[src/rtl/regseq_pkg.sv]
// Shared constants and types for the register_sequencer block.
package regseq_pkg;

  localparam int DATA_W = 8;
  localparam int IDX_W  = 3;

  localparam logic [2:0] OP_MOV = 3'd0;
  localparam logic [2:0] OP_ADD = 3'd1;
  localparam logic [2:0] OP_SUB = 3'd2;
  localparam logic [2:0] OP_AND = 3'd3;
  localparam logic [2:0] OP_OR  = 3'd4;
  localparam logic [2:0] OP_XOR = 3'd5;
  localparam logic [2:0] OP_LDI = 3'd6;
  localparam logic [2:0] OP_NOP = 3'd7;

  typedef enum logic [1:0] {
    IDLE  = 2'd0,
    READ  = 2'd1,
    EXEC  = 2'd2,
    WRITE = 2'd3
  } state_t;

endpackage

[src/rtl/register_sequencer_if.sv]
// Instruction handshake plus the three-port register file connection.
// Handshake: an instruction transfers on a rising edge where ins_valid and
// ins_ready are both 1; ins_valid seen while ins_ready is 0 is ignored and
// need not be held.
interface register_sequencer_if;
  import regseq_pkg::*;

  logic              ins_valid;
  logic              ins_ready;
  logic [2:0]        ins_op;
  logic [IDX_W-1:0]  ins_dst;
  logic [IDX_W-1:0]  ins_srca;
  logic [IDX_W-1:0]  ins_srcb;
  logic [DATA_W-1:0] ins_imm;

  logic [IDX_W-1:0]  asel;
  logic [IDX_W-1:0]  bsel;
  logic [DATA_W-1:0] aout;
  logic [DATA_W-1:0] bout;
  logic [IDX_W-1:0]  csel;
  logic [DATA_W-1:0] cin;
  logic              cload;

  modport slave (
    input  ins_valid, ins_op, ins_dst, ins_srca, ins_srcb, ins_imm, aout, bout,
    output ins_ready, asel, bsel, csel, cin, cload
  );

  modport master (
    output ins_valid, ins_op, ins_dst, ins_srca, ins_srcb, ins_imm, aout, bout,
    input  ins_ready, asel, bsel, csel, cin, cload
  );

endinterface

[src/rtl/regseq_alu.sv]
// Combinational 8-bit ALU; the carry output exists only with REGSEQ_FLAGS_EN.
module regseq_alu
  import regseq_pkg::*;
(
  input  logic [2:0]        op,
  input  logic [DATA_W-1:0] a,
  input  logic [DATA_W-1:0] b,
  input  logic [DATA_W-1:0] imm,
  output logic [DATA_W-1:0] result
`ifdef REGSEQ_FLAGS_EN
  ,
  output logic              carry
`endif
);

  // The extra top bit is the carry (ADD) or borrow (SUB, set when a < b).
`ifdef REGSEQ_FLAGS_EN
  localparam int AW = DATA_W + 1;
`else
  localparam int AW = DATA_W;
`endif

  logic [AW-1:0] sum_w;
  logic [AW-1:0] diff_w;

  assign sum_w  = AW'(a) + AW'(b);
  assign diff_w = AW'(a) - AW'(b);

  always_comb begin
    result = '0;
    case (op)
      OP_MOV:  result = a;
      OP_ADD:  result = sum_w[DATA_W-1:0];
      OP_SUB:  result = diff_w[DATA_W-1:0];
      OP_AND:  result = a & b;
      OP_OR:   result = a | b;
      OP_XOR:  result = a ^ b;
      OP_LDI:  result = imm;
      default: result = '0;
    endcase
  end

`ifdef REGSEQ_FLAGS_EN
  always_comb begin
    carry = 1'b0;
    case (op)
      OP_ADD:  carry = sum_w[AW-1];
      OP_SUB:  carry = diff_w[AW-1];
      default: carry = 1'b0;
    endcase
  end
`endif

endmodule

[src/rtl/register_sequencer.sv]
// Four-state sequencer driving the register file read/write ports.
// Optional zero/carry flags are built when REGSEQ_FLAGS_EN is defined.
module register_sequencer
  import regseq_pkg::*;
(
  input  logic                  clk,
  input  logic                  rst,
  register_sequencer_if.slave   bus,
  output state_t                dbg_state,
  output logic                  done
`ifdef REGSEQ_FLAGS_EN
  ,
  output logic                  flag_z,
  output logic                  flag_c
`endif
);

  state_t state_q, state_d;
  logic   idle_phase;
  logic   write_phase;
  logic   accept;

  logic [2:0]        op_q;
  logic [IDX_W-1:0]  dst_q;
  logic [DATA_W-1:0] imm_q;
  logic [DATA_W-1:0] a_q, b_q;
  logic [IDX_W-1:0]  asel_q, bsel_q, csel_q;
  logic [DATA_W-1:0] cin_q;
  logic [DATA_W-1:0] alu_result;

`ifdef REGSEQ_FLAGS_EN
  logic alu_carry;
  logic carry_q;
  logic flag_z_q, flag_c_q;
`endif

  always_ff @(posedge clk) begin
    if (!rst) state_q <= IDLE;
    else      state_q <= state_d;
  end

  always_comb begin
    state_d     = state_q;
    idle_phase  = 1'b0;
    write_phase = 1'b0;
    case (state_q)
      IDLE: begin
        idle_phase = 1'b1;
        if (bus.ins_valid) state_d = READ;
      end
      READ:  state_d = EXEC;
      EXEC:  state_d = WRITE;
      WRITE: begin
        write_phase = 1'b1;
        state_d     = IDLE;
      end
      default: state_d = IDLE;
    endcase
  end

  assign accept = idle_phase & bus.ins_valid;

  regseq_alu u_alu (
    .op     (op_q),
    .a      (a_q),
    .b      (b_q),
    .imm    (imm_q),
    .result (alu_result)
`ifdef REGSEQ_FLAGS_EN
    ,
    .carry  (alu_carry)
`endif
  );

  // The ALU result is registered straight into the write-data register so
  // cin is valid for the whole WRITE cycle and holds afterwards.
  always_ff @(posedge clk) begin
    if (!rst) begin
      op_q   <= OP_MOV;
      dst_q  <= '0;
      imm_q  <= '0;
      a_q    <= '0;
      b_q    <= '0;
      asel_q <= '0;
      bsel_q <= '0;
      csel_q <= '0;
      cin_q  <= '0;
    end else begin
      if (accept) begin
        op_q   <= bus.ins_op;
        dst_q  <= bus.ins_dst;
        imm_q  <= bus.ins_imm;
        asel_q <= bus.ins_srca;
        bsel_q <= bus.ins_srcb;
      end
      if (state_q == READ) begin
        a_q <= bus.aout;
        b_q <= bus.bout;
      end
      if (state_q == EXEC) begin
        csel_q <= dst_q;
        cin_q  <= alu_result;
      end
    end
  end

`ifdef REGSEQ_FLAGS_EN
  always_ff @(posedge clk) begin
    if (!rst) begin
      carry_q  <= 1'b0;
      flag_z_q <= 1'b0;
      flag_c_q <= 1'b0;
    end else begin
      if (state_q == EXEC) carry_q <= alu_carry;
      if (state_q == WRITE) begin
        case (op_q)
          OP_ADD, OP_SUB: begin
            flag_z_q <= (cin_q == '0);
            flag_c_q <= carry_q;
          end
          OP_AND, OP_OR, OP_XOR: begin
            flag_z_q <= (cin_q == '0);
            flag_c_q <= 1'b0;
          end
          default: ;
        endcase
      end
    end
  end

  assign flag_z = flag_z_q;
  assign flag_c = flag_c_q;
`endif

  // Gating with rst lets a reset landing in WRITE suppress that edge's write.
  assign bus.ins_ready = idle_phase & rst;
  assign bus.cload     = write_phase & (op_q != OP_NOP) & rst;
  assign done          = write_phase & rst;
  assign bus.asel      = asel_q;
  assign bus.bsel      = bsel_q;
  assign bus.csel      = csel_q;
  assign bus.cin       = cin_q;
  assign dbg_state     = state_q;

endmodule

[src/flat_wrapper.sv]
// flat-port wrapper written by rule: the top's interface ports become plain ports
module register_sequencer_flat import regseq_pkg::*;
  (clk, rst, dbg_state, done, bus_ins_valid, bus_ins_op, bus_ins_dst, bus_ins_srca, bus_ins_srcb, bus_ins_imm, bus_aout, bus_bout, bus_ins_ready, bus_asel, bus_bsel, bus_csel, bus_cin, bus_cload);
  register_sequencer_if bus_i ();
  input  logic clk;
  input  logic rst;
  output state_t dbg_state;
  output logic done;
  input wire logic [$bits(bus_i.ins_valid)-1:0] bus_ins_valid;
  input wire logic [$bits(bus_i.ins_op)-1:0] bus_ins_op;
  input wire logic [$bits(bus_i.ins_dst)-1:0] bus_ins_dst;
  input wire logic [$bits(bus_i.ins_srca)-1:0] bus_ins_srca;
  input wire logic [$bits(bus_i.ins_srcb)-1:0] bus_ins_srcb;
  input wire logic [$bits(bus_i.ins_imm)-1:0] bus_ins_imm;
  input wire logic [$bits(bus_i.aout)-1:0] bus_aout;
  input wire logic [$bits(bus_i.bout)-1:0] bus_bout;
  output wire logic [$bits(bus_i.ins_ready)-1:0] bus_ins_ready;
  output wire logic [$bits(bus_i.asel)-1:0] bus_asel;
  output wire logic [$bits(bus_i.bsel)-1:0] bus_bsel;
  output wire logic [$bits(bus_i.csel)-1:0] bus_csel;
  output wire logic [$bits(bus_i.cin)-1:0] bus_cin;
  output wire logic [$bits(bus_i.cload)-1:0] bus_cload;
  assign bus_i.ins_valid = bus_ins_valid;
  assign bus_i.ins_op = bus_ins_op;
  assign bus_i.ins_dst = bus_ins_dst;
  assign bus_i.ins_srca = bus_ins_srca;
  assign bus_i.ins_srcb = bus_ins_srcb;
  assign bus_i.ins_imm = bus_ins_imm;
  assign bus_i.aout = bus_aout;
  assign bus_i.bout = bus_bout;
  assign bus_ins_ready = bus_i.ins_ready;
  assign bus_asel = bus_i.asel;
  assign bus_bsel = bus_i.bsel;
  assign bus_csel = bus_i.csel;
  assign bus_cin = bus_i.cin;
  assign bus_cload = bus_i.cload;
  register_sequencer u_core (.clk(clk), .rst(rst), .bus(bus_i), .dbg_state(dbg_state), .done(done));
endmodule
[config.mk]
export PLATFORM = sky130hd
export DESIGN_NAME = register_sequencer_flat
export DESIGN_NICKNAME = d
export VERILOG_FILES = /design/src/rtl/regseq_pkg.sv /design/src/rtl/register_sequencer_if.sv /design/src/rtl/regseq_alu.sv /design/src/rtl/register_sequencer.sv /design/src/flat_wrapper.sv
export SDC_FILE = /design/constraint.sdc
export NUM_CORES = 1
export LEC_CHECK = 0
export ABC_AREA = 1
export BUFFER_PORTS_ARGS = -buffer_cell sky130_fd_sc_hd__buf_2
export CORE_ASPECT_RATIO = 2
export CORE_MARGIN = 3
export CORE_UTILIZATION = 49
export CTS_CLUSTER_DIAMETER = 60
export CTS_CLUSTER_SIZE = 10
export DETAILED_ROUTE_END_ITERATION = 6
export PLACE_DENSITY = 0.88
export SYNTH_ARGS = -nofsm -noshare
export SYNTH_HDL_FRONTEND = slang
export SYNTH_SLANG_ARGS = --single-unit
[constraint.sdc]
create_clock -name clk -period 2.1 [get_ports clk]
set_input_delay 0.42 -clock clk [delete_from_list [all_inputs] [get_ports clk]]
set_output_delay 0.42 -clock clk [all_outputs]
set_load 0.05 [all_outputs]
# Yosys cells after proc, flatten, opt, wreduce, memory -nomap -nowiden
# Cells that the tools add are included.
dict set report word_totals {
  ramBits 0
  in_bits 39
  latchBits 0
  romBits 0
  out_inout_bits 22
  reg_bits 49
  n_memories 0
}
dict set report op_classes {
  n_mux 5
  n_lt_le_gt_ge 0
  n_eq_ne 11
  n_shift 0
  n_div 0
  reduce_logical 2
  n_addsub 2
  multipliers 0
  bitwise 8
}
# cell count
set op_table {}
lappend op_table {{case mux 8 bit (7 select lines)} 1}
lappend op_table {{== test 3 bit, second input constant} 3}
lappend op_table {{adder 8 bit} 1}
lappend op_table {{AND 8 bit} 1}
lappend op_table {{OR 8 bit} 1}
lappend op_table {{case mux 2 bit (4 select lines)} 1}
lappend op_table {{subtractor 8 bit} 1}
lappend op_table {{XOR 8 bit} 1}
lappend op_table {{== test 3 x 2 -> 1 bit, second input constant} 2}
lappend op_table {{AND 1 bit} 5}
lappend op_table {{== test 2 bit, second input constant} 2}
lappend op_table {{== test 3 x 1 -> 1 bit, second input constant} 1}
lappend op_table {{logical NOT 3 bit} 1}
lappend op_table {{inequality test 3 bit, second input constant} 1}
lappend op_table {{== test 2 x 1 -> 1 bit, second input constant} 1}
lappend op_table {{logical NOT 2 bit} 1}
lappend op_table {{2-to-1 mux 1 bit} 2}
lappend op_table {{2-to-1 mux 2 bit} 1}
lappend op_table {{inequality test 2 bit, second input constant} 1}

# Longest topological paths before layout
dict set report depth {
  word_depth 4
  depth_mapped 18
  depth_no_buf 18
}

# Modules after synthesis
# Synthesis repeated with hierarchy kept, for this count alone.
dict set report hier_totals {
  hier_cells 413
  hier_area_um2 2926.6
}
# mod area_each_um2 instances seq_area_each_um2 cells_each
set modules_own_cells {}
lappend modules_own_cells {register_sequencer 1850.5 1 980.9 232}
lappend modules_own_cells {regseq_alu 1076.0 1 0.0 181}

# Worst setup path after synthesis
# No wires, ideal clock.
dict set report synth_path {
  path_kind {reg-to-reg}
  start {register u_core.b_q[0]}
  end {register u_core.cin_q[5], in the netlist u_core.bus.cin[5]}
  path_buffers 0
  arrival_time_ps 2154
  synth_period_minus_slack_ps 2275
  path_stages_with_launch 16
  setup_slack_ps -175
  setup_ps 121
  required_ps 1979
  cell_sequence {dfxtp_1 inv_1 ha_1 inv_1 nor3_1 or2_2 xor2_1 ha_1 nand2_1 or2_2 nand3_1 nand2_1 nand3_1 nand2_1 nand2_1 a21oi_1}
}
dict set report synth_via {
  elab_chain_len 2
  word_cells_on_any_way 3
}
# item line_no
set synth_rtl {}
lappend synth_rtl {{from (decl)} register_sequencer.sv:26} ;# logic [DATA_W-1:0] a_q, b_q;
lappend synth_rtl {{from (signal assigned)} register_sequencer.sv:98} ;# b_q <= bus.bout;
lappend synth_rtl {{subtractor 8 bit / adder 8 bit (equally long branches)} {regseq_alu.sv:27, regseq_alu.sv:26}}
lappend synth_rtl {{case mux 8 bit (7 select lines) (*)} regseq_alu.sv:31} ;# case (op)
lappend synth_rtl {{to (signal assigned)} register_sequencer.sv:102} ;# cin_q <= alu_result;
lappend synth_rtl {{to (decl)} register_sequencer.sv:28} ;# logic [DATA_W-1:0] cin_q;
# Mark *: on every way between the ends. The rest lies on a longest branch, timed or not.
# A chain may end at the register's enable or synchronous reset.

# Final worst setup path
dict set report layout_path {
  start {register u_core.b_q[0]}
  end {register u_core.cin_q[7], in the netlist u_core.bus.cin[7]}
}
# The elaborated chain is that of the path after synthesis.

==> impl_metrics.ini <==
[critical_path]
start_kind = flop
path_cells = inv_2 > ha_4 > inv_4 > nor3_4 > or2_4 > xor2_1 > ha_1 > nand2_1 > nand2_2 > nand2_2 > nand2_1 > a21oi_1 > nand3_1 > nand3_1 > nand2_1 > nand2_1 > a21oi_2
cp.buffers_inverters = 2
cp_max_fo = 4
cp_slowest_cell = dfxtp_2
critPathMostFrequentCell = nand2_1
cp-end-kind = flop
max_stage_delay_ns = 0.35
arrival_ns = 2.44
path_delay_family = simple AND/OR/NAND/NOR gates
path_class = flop to flop
regToRegSetupSlack_ns = -0.13
cp.required_ns = 2.31

[die]
dieArea_um2 = 6810
die_h_um = 114
fp.coreArea_um2 = 5520
rows = 38
die_w_um = 59.9
design.portCount = 61
start_util_pct = 51.5

[clock_tree]
ctsLongestPathBuffers = 2
holdBufCountCts = 0
cts_made_buffers = 5
clock-sinks = 49
cts-htree-levels = 2
clk_latency_ns = 0.31
cts_tree = yes
clkSlewWorstSetupHoldPaths_ns = 0.09
cts_root_buf = clkbuf_8

[final_layout]
multiInputGateArea_um2 = 1720
area_growth_pct = 25.2
fillCellCount = 466
fin_util_pct = 64.5
design_area_um2 = 3560
antenna_cells = 0
nets = 543
regArea_um2 = 987
drive_gt1_share_pct = 28.0

[logic_synthesis]
yosysUniqueCellTypes = 36
synthCells = 395
synth_warnings = 0
synth_fa_ha_area_share_pct = 13.5
synth_compound_area_share_pct = 19.5
netlist_area_um2 = 2840
syn_avg_cell_area_um2 = 7.20
synth.area.top_cells = dfxtp_1, ha_1, nand2_1, o21ai_0, a21oi_1
synthesis.nets = 464
synth.area.mux_share_pct = 0
synthSimpleGateAreaFrac_pct = 22.0
synth_area_leader_cell = dfxtp_1
synth_top_family_by_area = simple AND/OR/NAND/NOR gates
synth_top_area_share_pct = 34.5
ys_seq_area_share_pct = 34.5
synth_xor_area_share_pct = 1.85
synth_seq_cells = 49

[pwr]
ir_drop_v = 0.00112
power_density_nw_per_um2 = 1780
p_leak_nw = 1.75

[detailed_routing]
vias_per_cell = 5.49
ant_nets = 0
wl_per_cell_um = 14.5
detail_route.first_pass.iterations = 4
wirelength_um = 7750
drt_iter0_drc = 112
drc_errors = 0
vias = 2939

[worst_hold_path]
hold_path_class = input port to flop

[sta]
report.final.slew_viol_count = 0
finalHoldViolCount = 0
period_needed_ns = 2.23
whs_ns = 0.357
slew_headroom_pct = 68.8
setup_viol = 4
fin_ws_ns = -0.130
clock_skew_ns = 0.00548
grt_setup_unrepaired = yes
tightest_slew_ns = 0.464
fin_crit_sh_pct = 106
clock.fmax_mhz = 448

[grt]
overflow = 0
grt_use_met1_pct = 22.8
grt_use_met3_pct = 4.30
grt.busiest_layer = met2
grt_use_met2_pct = 43.1
grt_max_degree = 40
antenna_found_initial = 0
grt_pass1_wl_um = 12600
grt_pass1_vias = 2943
grt_usage_pct = 23.9

[status]
violations = negative setup slack
status = finished, violations left

[placed_design]
gp_congestion = 0.911
hpwlAfterDp_um = 6000
dp_worst_setup_slack_ns = -0.130
placed_area_um2 = 3350
io_buffers = 60

[run]
cap_violations = 0
==> report_power, final <==
part           total, W  internal, W  switching [W]
logic           0.00431      0.00167        0.00263
registers       0.00149      0.00124       0.000250
clock network  0.000544     0.000231       0.000313
total           0.00634      0.00314        0.00319
==> path summary, 6_finish.rpt <==
| path | end | depth (start not counted) | startpoint |
|---|---|---|---|
| max | u_core.bus.cin[7] | 17 | u_core.b_q[0] |
| min | u_core.bus.bsel[2] | 3 | bus_ins_srcb[2] |
| max reg2reg | u_core.bus.cin[7] | 17 | u_core.b_q[0] |
| min reg2reg | u_core.bus.cin[1] | 2 | u_core.bus.cin[1] |
==> worst min-delay path: cells and delay by family <==
family                 cells  cell delay, ns
and+or+nand+nor            1            0.08
buffers and inverters      1            0.07
AOI/OAI and AO/OA          1            0.07
==> logic make-up after synthesis <==
group                      Yosys count
buffers and inverters               63
xor gates and xnor gates             6
DFF                                 49
and+or+nand+nor                    145
AOI/OAI and AO/OA                  102
adders and majority gates           30
==> through the flow <==
stage / setup TNS [ns] / total power, W / instances
after floorplan: 0 / 0.00409 / 395
after global placement: -0.110 / 0.00511 / 524
after detailed placement: -0.353 / 0.00525 / 524
after CTS: -0.169 / 0.00598 / 533
after global routing: -1.04 / 0.00682 / 535
final: -0.482 / 0.00634 / 535
==> flip-flops by register name, summed over array words and instances (netlist names) <==
signal and flops:
u_core.dbg_state 2, u_core.dst_q 3, u_core.imm_q 8, u_core.b_q 8, u_core.bus.csel 3, u_core.bus.asel 3, u_core.a_q 8, u_core.bus.cin 8
u_core.op_q 3, u_core.bus.bsel 3
==> Yosys cell counts <==
master	n
nand2_1	69
o21ai_0	50
dfxtp_1	49
inv_1	48
nor2_1	46
a21oi_1	38
ha_1	29
nand3_1	12
clkbuf_1	10
xor2_1	5
nand4_1	4
nor3_1	4
o221ai_1	4
a21oi_2	2
inv_2	2
nand2_2	2
or2_2	2
a211oi_1	1
a221oi_1	1
buf_1	1
clkbuf_8	1
clkinv_1	1
fa_1	1
nand2_4	1
nand3_2	1
nand3_4	1
nor2_2	1
nor2_4	1
nor3b_1	1
o2111ai_1	1
o21ai_1	1
o21ai_2	1
o21bai_1	1
o22ai_1	1
o2bb2ai_1	1
xnor2_1	1
==> timing repair <==
action / 4_1_cts / 5_1_grt
resized for setup: 10 / 16
pin swaps: 9 / 6
setup endpoints to repair: 5 / 6
buffers inserted: 1 / 2
hold endpoints to repair: 0 / 0
==> final cells by class <==
cell class / count / area share, %
inverters: 51 / 5.45
clock inverters: 2 / 0.281
flip-flops and latches: 49 / 27.7
clock buffers: 6 / 2.04
repair buffers: 84 / 14.0
multi-input cells: 283 / 48.4
well taps: 60 / 2.11
==> layer usage <==
layer	share of wire, %	vias to the layer above
met5	0	-
met4	6.0	0
met3	3.8	35
met2	55	100
met1	35	1356
li1	-	1448
==> cells in the final DEF (no fill, tap or decap), drive strengths merged, types with 2 or more instances in the layout <==
cell type	Yosys	layout
o221ai	4	4
or2	2	2
inv	50	50
nor2	48	48
nor3	4	4
o21ai	52	52
nand2	72	72
buf	1	84
xor2	5	5
ha	29	29
nand4	4	4
a21oi	40	40
nand3	14	14
clkinv	1	3
dfxtp	49	49
clkbuf	11	6
No activity file was read; power rests on OpenSTA's default activity.
